$ cat src/rtl/clock_pkg.sv
// Shared BCD types, constants and helpers for the clock counter stages.
package clock_pkg;

    typedef logic [3:0] bcd_digit_t;

    localparam bcd_digit_t BCD_MAX             = 4'd9;
    localparam int         DEFAULT_MODULUS_SEC = 60;
    localparam int         DEFAULT_MODULUS_HR  = 24;

    function automatic logic bcd_is_valid(input bcd_digit_t nibble);
        return nibble <= BCD_MAX;
    endfunction

endpackage

$ cat src/rtl/bcd_digit.sv
// Single BCD digit register: load > clear > increment > decrement, wraps 9<->0.
module bcd_digit
    import clock_pkg::*;
(
    input  logic       clk,
    input  logic       res,
    input  logic       inc,
    input  logic       dec,
    input  logic       clr,
    input  logic       ld,
    input  bcd_digit_t ld_val,
    output bcd_digit_t q,
    output logic       wrap9,
    output logic       at0
);

    bcd_digit_t q_q, q_d;

    assign wrap9 = (q_q == BCD_MAX);
    assign at0   = (q_q == 4'd0);
    assign q     = q_q;

    always_comb begin
        q_d = q_q;
        if (ld)
            q_d = ld_val;
        else if (clr)
            q_d = 4'd0;
        else if (inc)
            q_d = wrap9 ? 4'd0 : q_q + 4'd1;
        else if (dec)
            q_d = at0 ? BCD_MAX : q_q - 4'd1;
    end

    always_ff @(posedge clk) begin
        if (!res)
            q_q <= 4'd0;
        else
            q_q <= q_d;
    end

endmodule

$ cat src/rtl/bcd_pair_counter.sv
// Two-digit BCD modulo counter with preload check, terminal flag and carry chain.
// Optional down counting is compiled in with the COUNTER_DOWN_EN macro.
module bcd_pair_counter
    import clock_pkg::*;
#(
    parameter int MODULUS = DEFAULT_MODULUS_SEC,
    parameter int TENS_W  = 4
) (
    input  logic              clk,
    input  logic              res,
    input  logic              ena,
    input  logic              load,
    input  logic [7:0]        load_val,
    input  logic              dir_down,
    output logic [3:0]        cnt_ones,
    output logic [TENS_W-1:0] cnt_tens,
    output logic              max,
    output logic              carry,
    output logic              load_err
);

    localparam bcd_digit_t TERM_ONES = bcd_digit_t'((MODULUS - 1) % 10);
    localparam bcd_digit_t TERM_TENS = bcd_digit_t'((MODULUS - 1) / 10);

    bcd_digit_t ones_q, tens_q;
    logic       ones_wrap9, ones_at0, tens_wrap9, tens_at0;
    logic       ones_inc, ones_dec, ones_ld, tens_inc, tens_dec, tens_ld, clr;
    bcd_digit_t ones_ld_val, tens_ld_val;
    logic       down, at_top, at_zero, ld_ok, cnt, load_err_q;
    logic [7:0] ld_bin;

`ifdef COUNTER_DOWN_EN
    assign down = dir_down;
`else
    logic unused_dir;
    assign unused_dir = dir_down;
    assign down       = 1'b0;
`endif

    assign at_top  = (ones_q == TERM_ONES) && (tens_q == TERM_TENS);
    assign at_zero = ones_at0 && tens_at0;
    assign max     = down ? at_zero : at_top;

    assign ld_bin = {4'd0, load_val[7:4]} * 8'd10 + {4'd0, load_val[3:0]};
    assign ld_ok  = bcd_is_valid(load_val[3:0]) && bcd_is_valid(load_val[7:4])
                 && (ld_bin < 8'(MODULUS));

    // A load cycle swallows ena, so neither the count nor the carry advances.
    assign cnt   = ena && !load;
    assign carry = res && cnt && max;

    always_comb begin
        ones_inc    = 1'b0;
        ones_dec    = 1'b0;
        tens_inc    = 1'b0;
        tens_dec    = 1'b0;
        clr         = 1'b0;
        ones_ld     = load && ld_ok;
        tens_ld     = load && ld_ok;
        ones_ld_val = load_val[3:0];
        tens_ld_val = load_val[7:4];
        if (cnt) begin
            if (max && down) begin
                ones_ld     = 1'b1;
                tens_ld     = 1'b1;
                ones_ld_val = TERM_ONES;
                tens_ld_val = TERM_TENS;
            end else if (max) begin
                clr = 1'b1;
            end else if (down) begin
                ones_dec = 1'b1;
                tens_dec = ones_at0;
            end else begin
                ones_inc = 1'b1;
                tens_inc = ones_wrap9;
            end
        end
    end

    bcd_digit u_ones (
        .clk    (clk),
        .res    (res),
        .inc    (ones_inc),
        .dec    (ones_dec),
        .clr    (clr),
        .ld     (ones_ld),
        .ld_val (ones_ld_val),
        .q      (ones_q),
        .wrap9  (ones_wrap9),
        .at0    (ones_at0)
    );

    bcd_digit u_tens (
        .clk    (clk),
        .res    (res),
        .inc    (tens_inc),
        .dec    (tens_dec),
        .clr    (clr),
        .ld     (tens_ld),
        .ld_val (tens_ld_val),
        .q      (tens_q),
        .wrap9  (tens_wrap9),
        .at0    (tens_at0)
    );

    always_ff @(posedge clk) begin
        if (!res)
            load_err_q <= 1'b0;
        else
            load_err_q <= load && !ld_ok;
    end

    assign load_err = load_err_q;
    assign cnt_ones = ones_q;
    assign cnt_tens = TENS_W'(tens_q);

    logic unused_tens_wrap9;
    assign unused_tens_wrap9 = tens_wrap9;

endmodule

$ cat config.mk
export PLATFORM = sky130hd
export DESIGN_NAME = bcd_pair_counter
export DESIGN_NICKNAME = d
export VERILOG_FILES = /design/src/rtl/clock_pkg.sv /design/src/rtl/bcd_digit.sv /design/src/rtl/bcd_pair_counter.sv
export SDC_FILE = /design/constraint.sdc
export NUM_CORES = 1
export LEC_CHECK = 0
export BUFFER_PORTS_ARGS = -buffer_cell sky130_fd_sc_hd__clkbuf_2
export CAP_MARGIN = 0
export CORE_UTILIZATION = 50
export DETAILED_ROUTE_END_ITERATION = 10
export HOLD_SLACK_MARGIN = 0.02
export PLACE_DENSITY = 0.75
export SLEW_MARGIN = 20
export SYNTH_ARGS = -nofsm -noshare
export SYNTH_HDL_FRONTEND = slang
export SYNTH_SLANG_ARGS = --single-unit
$ cat constraint.sdc
create_clock -name clk -period 3.15 [get_ports clk]
set_input_delay 0.63 -clock clk [delete_from_list [all_inputs] [get_ports clk]]
set_output_delay 0.63 -clock clk [all_outputs]
set_load 0.005 [all_outputs]
# After elaboration in Yosys (flattened, before gate mapping)

Index checks and enable logic that the tools add are counted.

Equal/unequal tests: 3
Reduce and logical (&&, ||, !) cells: 12
$lt $le $gt $ge: 3
Muxes and demuxes: 14
$mul: 1
Add/sub/neg operators: 3

Operator list:

| operator                                                             | count |
|---|---|
| 4-bit two-way mux                                                    | 8 |
| 4-bit by 1-bit adder with 4-bit output, second input constant        | 2 |
| 8-bit by 4-bit adder with 8-bit output                               | 1 |
| 4-bit == test, second input constant                                 | 2 |
| 4-bit <= comparator, second input constant                           | 2 |
| 1-bit logical AND                                                    | 8 |
| 8-bit by 6-bit < comparator with 1-bit output, second input constant | 1 |
| 4-bit by 3-bit multiplier with 7-bit output, second input constant   | 1 |
| 1-bit two-way mux                                                    | 6 |
| 3-bit nonzero test                                                   | 2 |
| 4-bit by 3-bit == test with 1-bit output, second input constant      | 1 |
| 1-bit zero test                                                      | 2 |

Input bits: 13
Output and inout port bits: 11
Logic and storage cells: 39
Bits in registers: 9

# Logic depth before layout (Yosys ltp)

Word-level depth: 7
Depth in mapped cells: 10

# Modules after synthesis

A second synthesis with hierarchy kept.

Cells, all modules: 149
Area total of the unflattened synthesis: 1189.9 µm²

Modules (own cells, without submodules):

| module           | cells each | instances | seq. area each (µm²) | area an instance (µm²) |
|---|---|---|---|---|
| bcd_digit        | 52         | 2         | 80.1                 | 409.1 |
| bcd_pair_counter | 45         | 1         | 20.0                 | 371.6 |

# Least setup slack after synthesis

OpenSTA, ideal clock, no wires.

Path kind: input to register
Start: in load_val[5]
End: reg u_tens.q_q[0] (netlist: u_tens.q[0])
Stages on the path: 10
Library setup time: 0.118 ns
Path buffers: 1
Slack: 0.319 ns
Data arrival time: 2.713 ns
Cell sequence: ha_1 ha_1 fa_1 xor2_1 o2111ai_1 xor2_1 nor4_4 buf_6 mux2i_1 nor2_1

Longest elaborated chain between the ends: 6
Elaborated cells between the ends (all ways): 9
Classes of those cells: add/sub: 1; mul: 1; order compare: 2; mux: 1; reduce/logical: 4

RTL lines:

| element                                                           | line                   | text |
|---|---|---|
| start, declared                                                   | bcd_pair_counter.sv:13 | `input logic [7:0] load_val,` |
| 4-bit by 3-bit multiplier with 7-bit output                       | bcd_pair_counter.sv:44 | `assign ld_bin = {4'd0, load_val[7:4]} * 8'd10 + {4'd0, load_val[3:0]};` |
| 8-bit by 4-bit adder with 8-bit output                            | bcd_pair_counter.sv:44 |  |
| 8-bit by 6-bit < comparator with 1-bit output                     | bcd_pair_counter.sv:46 | `&& (ld_bin < 8'(MODULUS));` |
| 1-bit logical AND *                                               | bcd_pair_counter.sv:46 |  |
| 1-bit logical AND *                                               | bcd_pair_counter.sv:59 | `tens_ld = load && ld_ok;` |
| 3-bit nonzero test (no line) or 4-bit two-way mux (tied branches) | --                     |  |
| end signal, assigned                                              | bcd_digit.sv:39        | `q_q <= q_d;` |
| end, declared                                                     | bcd_digit.sv:17        | `bcd_digit_t q_q, q_d;` |

Every way passes the cells marked *; elsewhere a longest branch is shown, timed or not.
A chain may end at the register's enable or synchronous reset.

# Worst setup path in the final report

Start: in load_val[7]
End: reg u_tens.q_q[0] (netlist: u_tens.q[0])

Same word-level chain as after synthesis.

==> flow_metrics.env <==
export IMPL_globalRouteTotalUtil_pct=20.21
export IMPL_stdcell_count=144
export IMPL_path_clk_slew_ns=0.06
export IMPL_initial_core_util_pct=53.90
export IMPL_synth_nets=120
export IMPL_cp_arrival_ns=3.00
export IMPL_dp_cells=140
export IMPL_peakVddDrop_mv=0.2080
export IMPL_synth_ff_type="dfxtp_1"
export IMPL_synth_area_per_cell_um2=8.202
export IMPL_dr_pass1_iters=4
export IMPL_wl_per_cell_um=12.13
export IMPL_gp_congestion=0.7802
export IMPL_synth_area_um2=812.0
export IMPL_n_antenna_cell=0
export IMPL_setup_viol=0
export IMPL_die_area_um2=1789
export IMPL_maxCapViolCount=0
export IMPL_grt_max_degree=10
export IMPL_ant_nets=0
export IMPL_status="finished, final reports clean"
export IMPL_min_period_ns=2.857
export IMPL_synth_warnings=0
export IMPL_drive_gt1_share_pct=25.78
export IMPL_synth_top_area_share_pct=22.19
export IMPL_synth_edf_count=0
export IMPL_clock_fmax_ghz=0.3501
export IMPL_crit_buf_inv=2
export IMPL_die_y_um=42.30
export IMPL_rsz0062_at_grt="no"
export IMPL_cts_sinks=9
export IMPL_critPathSlowestCell="fa_1"
export IMPL_dp_slack_ns=0.02501
export IMPL_cp_start_kind="input port"
export IMPL_via_per_inst=5.479
export IMPL_fin_ws_ns=0.2934
export IMPL_dp_hpwl_um=1456
export IMPL_grt_overflow=0
export IMPL_antenna_found_initial=0
export IMPL_powerDensity_nw_per_um2=338.7
export IMPL_crit_path_cell_trace="clkbuf_2 > ha_1 > ha_1 > fa_1 > xor2_1 > o2111ai_1 > xor2_1 > nor4_4 > buf_4 > mux2i_1 > nor2_1"
export IMPL_synth_most_common_cell="nor2_1"
export IMPL_drt_iter0_drc=7
export IMPL_worst_pin_slew_ns=0.5140
export IMPL_core_area_um2=1506
export IMPL_hold_viol=0
export IMPL_clock_path_buffers=2
export IMPL_dieWidth_um=42.30
export IMPL_post_cts_setup_buffers=0
export IMPL_cts_hold_buf=0
export IMPL_synthArstFlopShare_pct=0
export IMPL_ys_types=36
export IMPL_relSlewSlack_pct=65.47
export IMPL_ys_seq_elements=9
export IMPL_fillCellCount=135
export IMPL_tns_ns=0
export IMPL_path_class="input port to flop"
export IMPL_grt_pass1_vias=684
export IMPL_io_pins=24
export IMPL_syn_to_final_growth_pct=21.57
export IMPL_ys_seq_area_share_pct=22.19
export IMPL_num_vias=789
export IMPL_hold_path_class="flop to flop"
export IMPL_synthTopCellsByCount="nor2_1 (10), dfxtp_1 (9), o21ai_0 (7)"
export IMPL_drv_slew=0
export IMPL_clock_skew_ns=0.0007279
export IMPL_cts_resized=0
export IMPL_max_stage_delay_ns=0.38
export IMPL_timing_final_crit_share_pct=90.69
export IMPL_root_buffer="clkbuf_4"
export IMPL_drc=0
export IMPL_clk_latency_ns=0.25
export IMPL_required_ns=3.29
export IMPL_synth_top_cell_by_area="dfxtp_1"
export IMPL_critical_path_top_delay_family="adder cells"
export IMPL_crit_fanout=8
export IMPL_yosys_top_cells_area="dfxtp_1 (22%), ha_1 (9.2%), fa_1 (4.9%)"
export IMPL_cts_htree_levels=1
export IMPL_port_buffers=22
export IMPL_p_leak_nw=0.4476
export IMPL_cts_made_buffers=3
export IMPL_cts_tree="built"
export IMPL_totalWireLength_um=1746
export IMPL_num_rows=14
export IMPL_grt_pass1_wl_um=2877
export IMPL_final_nets=150
export IMPL_crit_path_end_kind="flop"
export IMPL_syn_inst=99
==> layout make-up <==
cell class              count  area [um2]  area share [%]
multi-input cells          82       594.3           60.20
flip-flops and latches      9       180.2           18.25
clock buffers               4       26.28           2.662
repair buffers             26       140.1           14.20
inverters                   7       26.28           2.662
well taps                  16       20.02           2.028
==> sequential cells by signal (all words and copies together), names as in the netlist <==
register,cells
u_ones.q,4
u_tens.q,4
load_err,1
==> report_power, final <==
group          switching (mW)  total, mW  internal, mW
registers             0.00950      0.132         0.122
logic                  0.0606      0.114        0.0536
clock network          0.0397     0.0884        0.0487
==> through the flow <==
step | instance area, um2 | total power [mW] | utilization, % | hold slack (ns)
floorplan | 812.0 | 0.2103 | - | 0.5135
global placement | 960.9 | 0.2435 | 63.79 | 0.5180
detailed placement | 960.9 | 0.2482 | 63.79 | 0.5506
CTS | 987.2 | 0.3354 | 65.53 | 0.5593
global route | 987.2 | 0.3560 | 65.53 | 0.5811
finish | 987.2 | 0.3343 | 65.53 | 0.5606
==> final timing paths <==
check	start	endpoint	slack, ns	cells after the start
worst min-delay path	u_ones.q[0]	u_ones.q[0]	0.56	2
worst max register to register	u_ones.q[2]	u_tens.q[2]	1.28	6
worst min register to register	u_ones.q[0]	u_ones.q[0]	0.56	2
worst max-delay path	load_val[7]	u_tens.q[0]	0.29	11
==> routing by layer <==
layer / up-vias / share of wire [%] / global-route usage, %
li1: 417 / - / -
met1: 354 / 47 / 26.68
met2: 16 / 49 / 36.31
met3: 2 / 2.6 / 1.293
met4: 0 / 0.74 / 3.750
met5: - / 0 / 0
==> kinds of logic after synthesis <==
| family | share of synthesized area, % |
|---|---|
| buffers and inverters | 4.622 |
| and+or+nand+nor | 30.36 |
| adders and majority gates | 14.18 |
| muxes | 5.085 |
| DFF | 22.19 |
| AOI/OAI and AO/OA | 17.10 |
| xor gates and xnor gates | 6.471 |
==> worst reg2reg max path, stage by stage (launching register included) <==
cell,delay [ns]
dfxtp_1,0.35
nand4bb_1,0.30
nor3_1,0.50
o21ai_0,0.17
a22o_1,0.26
mux2i_1,0.12
nor2_1,0.05
==> layout by cell type (no fill, tap or decap) <==
cell type  instances
nand2_1            6
nand2b_1           1
clkinv_1           1
xnor2_1            2
nor3b_1            1
and3_1             2
o2111a_1           1
and2b_1            1
nor4_4             1
buf_4              4
fa_1               2
nand4bb_1          1
o2111ai_1          1
or4_1              1
a211oi_2           1
nor4_1             2
clkbuf_4           3
inv_1              6
a21o_1             2
mux2i_1            3
a21oi_1            5
nand3b_1           2
nor2_2             1
nand4_1            1
nor2_1            10
a221oi_1           1
xor2_1             4
a211oi_1           1
nor2b_1            6
a31oi_1            1
mux2_2             1
dfxtp_1            9
clkbuf_2          22
nor3_1             6
ha_1               6
a22o_1             1
o21ai_0            7
nand3_1            1
clkbuf_1           1
Power figures use the tool's default switching activity.
